**src/rtl/btn_led_ctrl_if.sv**
```systemverilog
// Button/LED bundle for btn_led_ctrl: raw buttons and mode in, debounced level, pulses and LEDs out.
// "release" is a reserved word in SystemVerilog, so the falling-edge pulse is carried as release_pulse.
interface btn_led_ctrl_if #(
  parameter int N = 2
);
  logic [N-1:0] btn;
  logic [N-1:0] mode;
  logic [N-1:0] stable;
  logic [N-1:0] press;
  logic [N-1:0] release_pulse;
  logic [N-1:0] led;

  modport master (
    output btn, mode,
    input  stable, press, release_pulse, led
  );

  modport slave (
    input  btn, mode,
    output stable, press, release_pulse, led
  );
endinterface

```
**src/rtl/btn_led_ctrl.sv**
```systemverilog
// N-channel button synchroniser/debouncer with press/release pulses and follow/toggle LED drive.
// Optional build macro BTN_ACTIVE_LOW_EN inverts the raw buttons (0 = pressed) ahead of the synchroniser.
module btn_led_ctrl #(
  parameter  int N         = 2,
  parameter  int DB_CYCLES = 50000,
  localparam int CNT_W     = $clog2(DB_CYCLES + 1)
) (
  input logic           clk,
  input logic           rst,
  btn_led_ctrl_if.slave bus
);

  localparam logic [CNT_W-1:0] LAST = CNT_W'(DB_CYCLES - 1);

  logic [N-1:0]     btn_in;
  logic [N-1:0]     s1;
  logic [N-1:0]     s0;
  logic [CNT_W-1:0] cnt [N];
  logic [N-1:0]     stable_q;
  logic [N-1:0]     press_q;
  logic [N-1:0]     release_q;
  logic [N-1:0]     led_q;
  logic [N-1:0]     stable_nxt;
  logic [N-1:0]     rise;
  logic [N-1:0]     fall;

`ifdef BTN_ACTIVE_LOW_EN
  assign btn_in = ~bus.btn;
`else
  assign btn_in = bus.btn;
`endif

  // A channel accepts the synchronised level only on the last cycle of an unbroken differing run.
  always_comb begin
    stable_nxt = stable_q;
    for (int i = 0; i < N; i++) begin
      if ((s0[i] != stable_q[i]) && (cnt[i] == LAST)) begin
        stable_nxt[i] = s0[i];
      end
    end
    rise = stable_nxt & ~stable_q;
    fall = ~stable_nxt & stable_q;
  end

  always_ff @(posedge clk) begin
    if (rst) begin
      s1        <= '0;
      s0        <= '0;
      stable_q  <= '0;
      press_q   <= '0;
      release_q <= '0;
      led_q     <= '0;
      for (int i = 0; i < N; i++) begin
        cnt[i] <= '0;
      end
    end else begin
      s1        <= btn_in;
      s0        <= s1;
      stable_q  <= stable_nxt;
      press_q   <= rise;
      release_q <= fall;
      for (int i = 0; i < N; i++) begin
        if ((s0[i] == stable_q[i]) || (cnt[i] == LAST)) begin
          cnt[i] <= '0;
        end else begin
          cnt[i] <= cnt[i] + CNT_W'(1);
        end
        // LED tracks the post-edge stable level in follow mode; toggle mode flips only on a rise.
        if (bus.mode[i]) begin
          led_q[i] <= led_q[i] ^ rise[i];
        end else begin
          led_q[i] <= stable_nxt[i];
        end
      end
    end
  end

  assign bus.stable        = stable_q;
  assign bus.press         = press_q;
  assign bus.release_pulse = release_q;
  assign bus.led           = led_q;

endmodule
```
**src/flat_wrapper.sv**
```systemverilog
// flat-port wrapper written by rule: the top's interface ports become plain ports
module btn_led_ctrl_flat 
#(
  parameter  int N         = 2,
  parameter  int DB_CYCLES = 50000,
  localparam int CNT_W     = $clog2(DB_CYCLES + 1)
)
  (clk, rst, bus_btn, bus_mode, bus_stable, bus_press, bus_release_pulse, bus_led);
  btn_led_ctrl_if #(.N(N)) bus_i ();
  input logic clk;
  input logic rst;
  input wire logic [$bits(bus_i.btn)-1:0] bus_btn;
  input wire logic [$bits(bus_i.mode)-1:0] bus_mode;
  output wire logic [$bits(bus_i.stable)-1:0] bus_stable;
  output wire logic [$bits(bus_i.press)-1:0] bus_press;
  output wire logic [$bits(bus_i.release_pulse)-1:0] bus_release_pulse;
  output wire logic [$bits(bus_i.led)-1:0] bus_led;
  assign bus_i.btn = bus_btn;
  assign bus_i.mode = bus_mode;
  assign bus_stable = bus_i.stable;
  assign bus_press = bus_i.press;
  assign bus_release_pulse = bus_i.release_pulse;
  assign bus_led = bus_i.led;
  btn_led_ctrl #(.N(N), .DB_CYCLES(DB_CYCLES)) u_core (.clk(clk), .rst(rst), .bus(bus_i));
endmodule
```
**config.mk**
```make
export PLATFORM = sky130hd
export DESIGN_NAME = btn_led_ctrl_flat
export DESIGN_NICKNAME = d
export VERILOG_FILES = /design/src/rtl/btn_led_ctrl_if.sv /design/src/rtl/btn_led_ctrl.sv /design/src/flat_wrapper.sv
export SDC_FILE = /design/constraint.sdc
export NUM_CORES = 1
export LEC_CHECK = 0
export ABC_AREA = 1
export CAP_MARGIN = 20
export CORE_UTILIZATION = 55
export CTS_BUF_LIST = sky130_fd_sc_hd__clkbuf_16
export DETAILED_ROUTE_END_ITERATION = 7
export GPL_ROUTABILITY_DRIVEN = 0
export PLACE_DENSITY = 0.75
export SLEW_MARGIN = 0
export SYNTH_ARGS = -nofsm -noshare
export SYNTH_HDL_FRONTEND = slang
export SYNTH_SLANG_ARGS = --single-unit
```
**constraint.sdc**
```tcl
create_clock -name clk -period 3 [get_ports clk]
set_input_delay 0.9 -clock clk [delete_from_list [all_inputs] [get_ports clk]]
set_output_delay 0.9 -clock clk [all_outputs]
set_load 0.01 [all_outputs]
```
Word-level counts from Yosys, hierarchy flattened --
Memory sizes are Yosys's and may differ from the RTL's. Index checks and enable logic that the tools add are counted.
Storage, ports and cells: bits in registers 12, bits in writable memories 32, bits of input ports 6, output and inout bits 8, word-level logic and storage cells 51, memories 1
Memories:
- u_core.cnt | depth 2, bits a word 16, rd ports 2, clocked after memory_dff 0, write ports 2, RTL line btn_led_ctrl.sv:18 | logic [CNT_W-1:0] cnt [N];
Operators by class: $add $sub $neg 2, eq/ne operators 6, mux-type cells 22, bitwise logic cells 10, reductions and logical operators 4
Operators with widths (number):
- $mux W16 | 4
- $add A16 B1 Y16 const B | 2
- $eq A16 B16 Y1 const B | 2
- $mux W1 | 18
- $and A2 B2 Y2 | 2
- $not A2 Y2 | 2
- $or A1 B1 Y1 | 4
- $eq A1 B1 Y1 | 2
- $logic_and A1 B1 Y1 | 2
- $logic_or A1 B1 Y1 | 2
- $ne A1 B1 Y1 | 2
- $xor A1 B1 Y1 | 2

Longest topological paths before layout --
depth after elaboration 7, gate-level depth with buffers 10, depth with buffers taken out 10

Worst setup path before layout --
Ideal clock, no wire load.
path type input port to flip-flop, start point in rst, end point mem u_core.cnt[1][11] in the netlist's numbering, data pin, setup time 0.146 ns, arrival time 1.691 ns, data required time 2.854 ns, slack 1.163 ns, stages on the path 7, path buffers 2, path through buf_6 -> inv_2 -> o21ai_0 -> a21oi_1 -> nand2_1 -> buf_6 -> a21oi_1
RTL lines:
- start: declaration | RTL line flat_wrapper.sv:11 | input logic rst;
- end: declaration | RTL line btn_led_ctrl.sv:18

==> results.py <==
metrics = {
    "worst_hold_path": {
        "worstHoldPathCells": 2,
        "holdCritStartpoint": "u_core.s1[1]",
        "worstHoldPathType": "flip-flop to flip-flop",
    },
    "cts": {
        "clk_pin_slew_worst_paths_ns": 0.06,
        "cts_tree": "done",
        "post_cts_buffers": 0,
        "clk_latency_ns": 0.28,
        "cts_max_level": 2,
        "cts-resized-gates": 0,
        "cts.sinks": 44,
        "ctsHoldBuffers": 0,
        "clockBufferDepth": 2,
        "cts_root_buf": "clkbuf_16",
        "cts_buffers": 5,
    },
    "sta": {
        "setup_violations": 0,
        "finalHoldWorstSlack_ns": 0.4043,
        "slew_headroom": 0.5757,
        "grt_setup_unrepaired": "false",
        "period_share": 0.7321,
        "report.final.slew_viol_count": 0,
        "post-route-min-period_ns": 2.196,
        "final.setup.tns_ns": 0,
        "skew_ns": 0.002301,
        "max_freq_mhz": 455.3,
        "hold_violations": 0,
        "worst_pin_slew_ns": 0.6335,
    },
    "worst_setup_path": {
        "critical_path_arrival_ns": 2.32,
        "crit_type": "input pin to flip-flop",
        "crit_start": "rst",
        "start_kind": "input pin",
        "ff2ff_path_depth": 8,
        "required_ns": 3.12,
        "cp_max_fo": 15,
        "cp-end-kind": "flip-flop",
        "reg2reg_from": "u_core.cnt[0][0]",
    },
    "grt": {
        "grt_overflow": 0,
        "antenna_found_initial": 0,
        "grt_pass1_wl_um": 7935,
        "grt_max_degree": 17,
        "grt_pass1_vias": 1861,
        "grt_usage": 0.2028,
    },
    "placement": {
        "dpl_cell_area_um2": 2798,
        "dp_hpwl_um": 3348,
        "dp.cells": 407,
        "place.port_buffers": 13,
    },
    "synth": {
        "syn_area_um2": 2536,
        "synthFlopType": "edfxtp_1",
        "ys_warn_count": 0,
        "post-synth-top-count-cell": "nand2_1",
        "synth_common_cells": "nand2_1, inv_1, nor2_1",
        "seq_area_frac_synth": 0.4736,
        "ys_top_cells_by_area": "edfxtp_1, nand2_1, dfxtp_1",
        "synth.avg_cell_area_um2": 8.026,
        "synth_top_area_cell": "edfxtp_1",
        "synth_top_area_frac": 0.3789,
        "synth_edf_count": 32,
        "ys_types": 29,
        "ys_async_sr_fraction": 0,
        "synth_seq_cells": 44,
        "netlist_instances": 316,
    },
    "final_layout": {
        "final_area_um2": 2937,
        "diodes": 0,
        "final_nets": 370,
        "drive_gt1_frac": 0.1047,
        "fin_cells": 415,
        "n_fill_cell": 363,
        "area_growth_pct": 15.79,
    },
    "status": {
        "status": "complete, no violations",
    },
    "drt": {
        "drt_pass1_iterations": 4,
        "drc": 0,
        "drt_iter0_drc": 142,
        "vias": 2076,
        "wl_per_cell_um": 10.70,
        "totalWireLength_um": 4439,
        "routed_via_density": 5.002,
        "ant_nets": 0,
    },
    "die": {
        "die_area_um2": 4887,
        "start_util": 0.5785,
        "die_w_um": 69.91,
        "core_um2": 4384,
        "pin_count": 14,
        "die_y_um": 69.91,
        "rows": 24,
    },
    "pwr": {
        "cellPowerDensity_nw_per_um2": 438.2,
        "ir_worst_vdd_v": 0.0003450,
        "leakagePower_nw": 1.222,
    },
    "flow_run": {
        "maxCapViolations": 0,
    },
}
state kept, by name, summed over array words and instances (netlist names):
signal and flops:
u_core.bus.led 2, u_core.bus.press 2, u_core.bus.release_pulse 2, u_core.bus.stable 2, u_core.cnt 32, u_core.s0 2, u_core.s1 2
critical path, cell delays in order:
cell and delay (ns):
clkdlybuf4s50_1 0.43, inv_2 0.11, o21ai_0 0.09, a21oi_1 0.17, nand2_1 0.34, nor3b_1 0.28
layout make-up:
cell class	instances	area (um^2)	share of cell area
clock buffer	5	125.1	0.04261
clock inverter	3	13.76	0.004687
inverter	47	176.4	0.06008
multi-input combinational	250	1217	0.4146
sequential	44	1201	0.4090
tap	52	65.06	0.02216
timing repair buffer	14	137.6	0.04687
placed cells by master, fill, tap and decap left out, drive strengths merged:
cell,instances
buf,1
xor2,6
dfxtp,12
a21oi,20
o21ai,3
nand4,13
nand2,71
nor2,53
xnor2,1
clkdlybuf4s50,13
nor4,2
nand3b,1
ha,2
nand3,25
inv,48
nor3,13
nor3b,2
a31oi,1
edfxtp,32
clkinv,2
or2,3
o211ai,2
clkbuf,5
conb,32
worst paths after layout:
path                            end  slack (ns)
setup / recovery  u_core.cnt[1][10]        0.80
hold / removal         u_core.s0[1]        0.40
setup reg to reg  u_core.cnt[0][12]        1.15
hold reg to reg        u_core.s0[1]        0.40
routing by layer:
layer	global-route usage	up-vias	share of wire
met1	0.2750	932	0.50
met5	0	-	0
met2	0.3226	41	0.45
met3	0.03463	7	0.037
li1	-	1096	-
met4	0.08444	0	0.017
through the flow:
step | power, W | utilization | worst slack [ns]
3_5_place_dp | 0.0007757 | 0.6381 | 0.4948
3_3_place_gp | 0.0007739 | 0.6381 | 0.5628
2_1_floorplan | 0.0007580 | - | 1.163
5_1_grt | 0.001327 | 0.6698 | 0.6580
6_report | 0.001287 | 0.6698 | 0.8038
4_1_cts | 0.001299 | 0.6698 | 0.7826
power by group:
group           total, W  internal (W)  switching [W]
Clock           0.000523      0.000303       0.000220
Sequential      0.000697      0.000673      0.0000235
Combinational  0.0000675     0.0000243      0.0000432
Total            0.00129       0.00100       0.000286
cell families (layout without fill, tap and decap cells):
group	after synthesis	count (layout)	share of synthesized area
compound gates	26	26	0.06512
xor+xnor	7	7	0.02417
fa+ha+maj	2	2	0.009865
buf+inv	53	69	0.09225
flops	44	44	0.4736
other cells	1	32	0.001479
simple gates	183	183	0.3335
No activity file was read; power rests on OpenSTA's default activity.
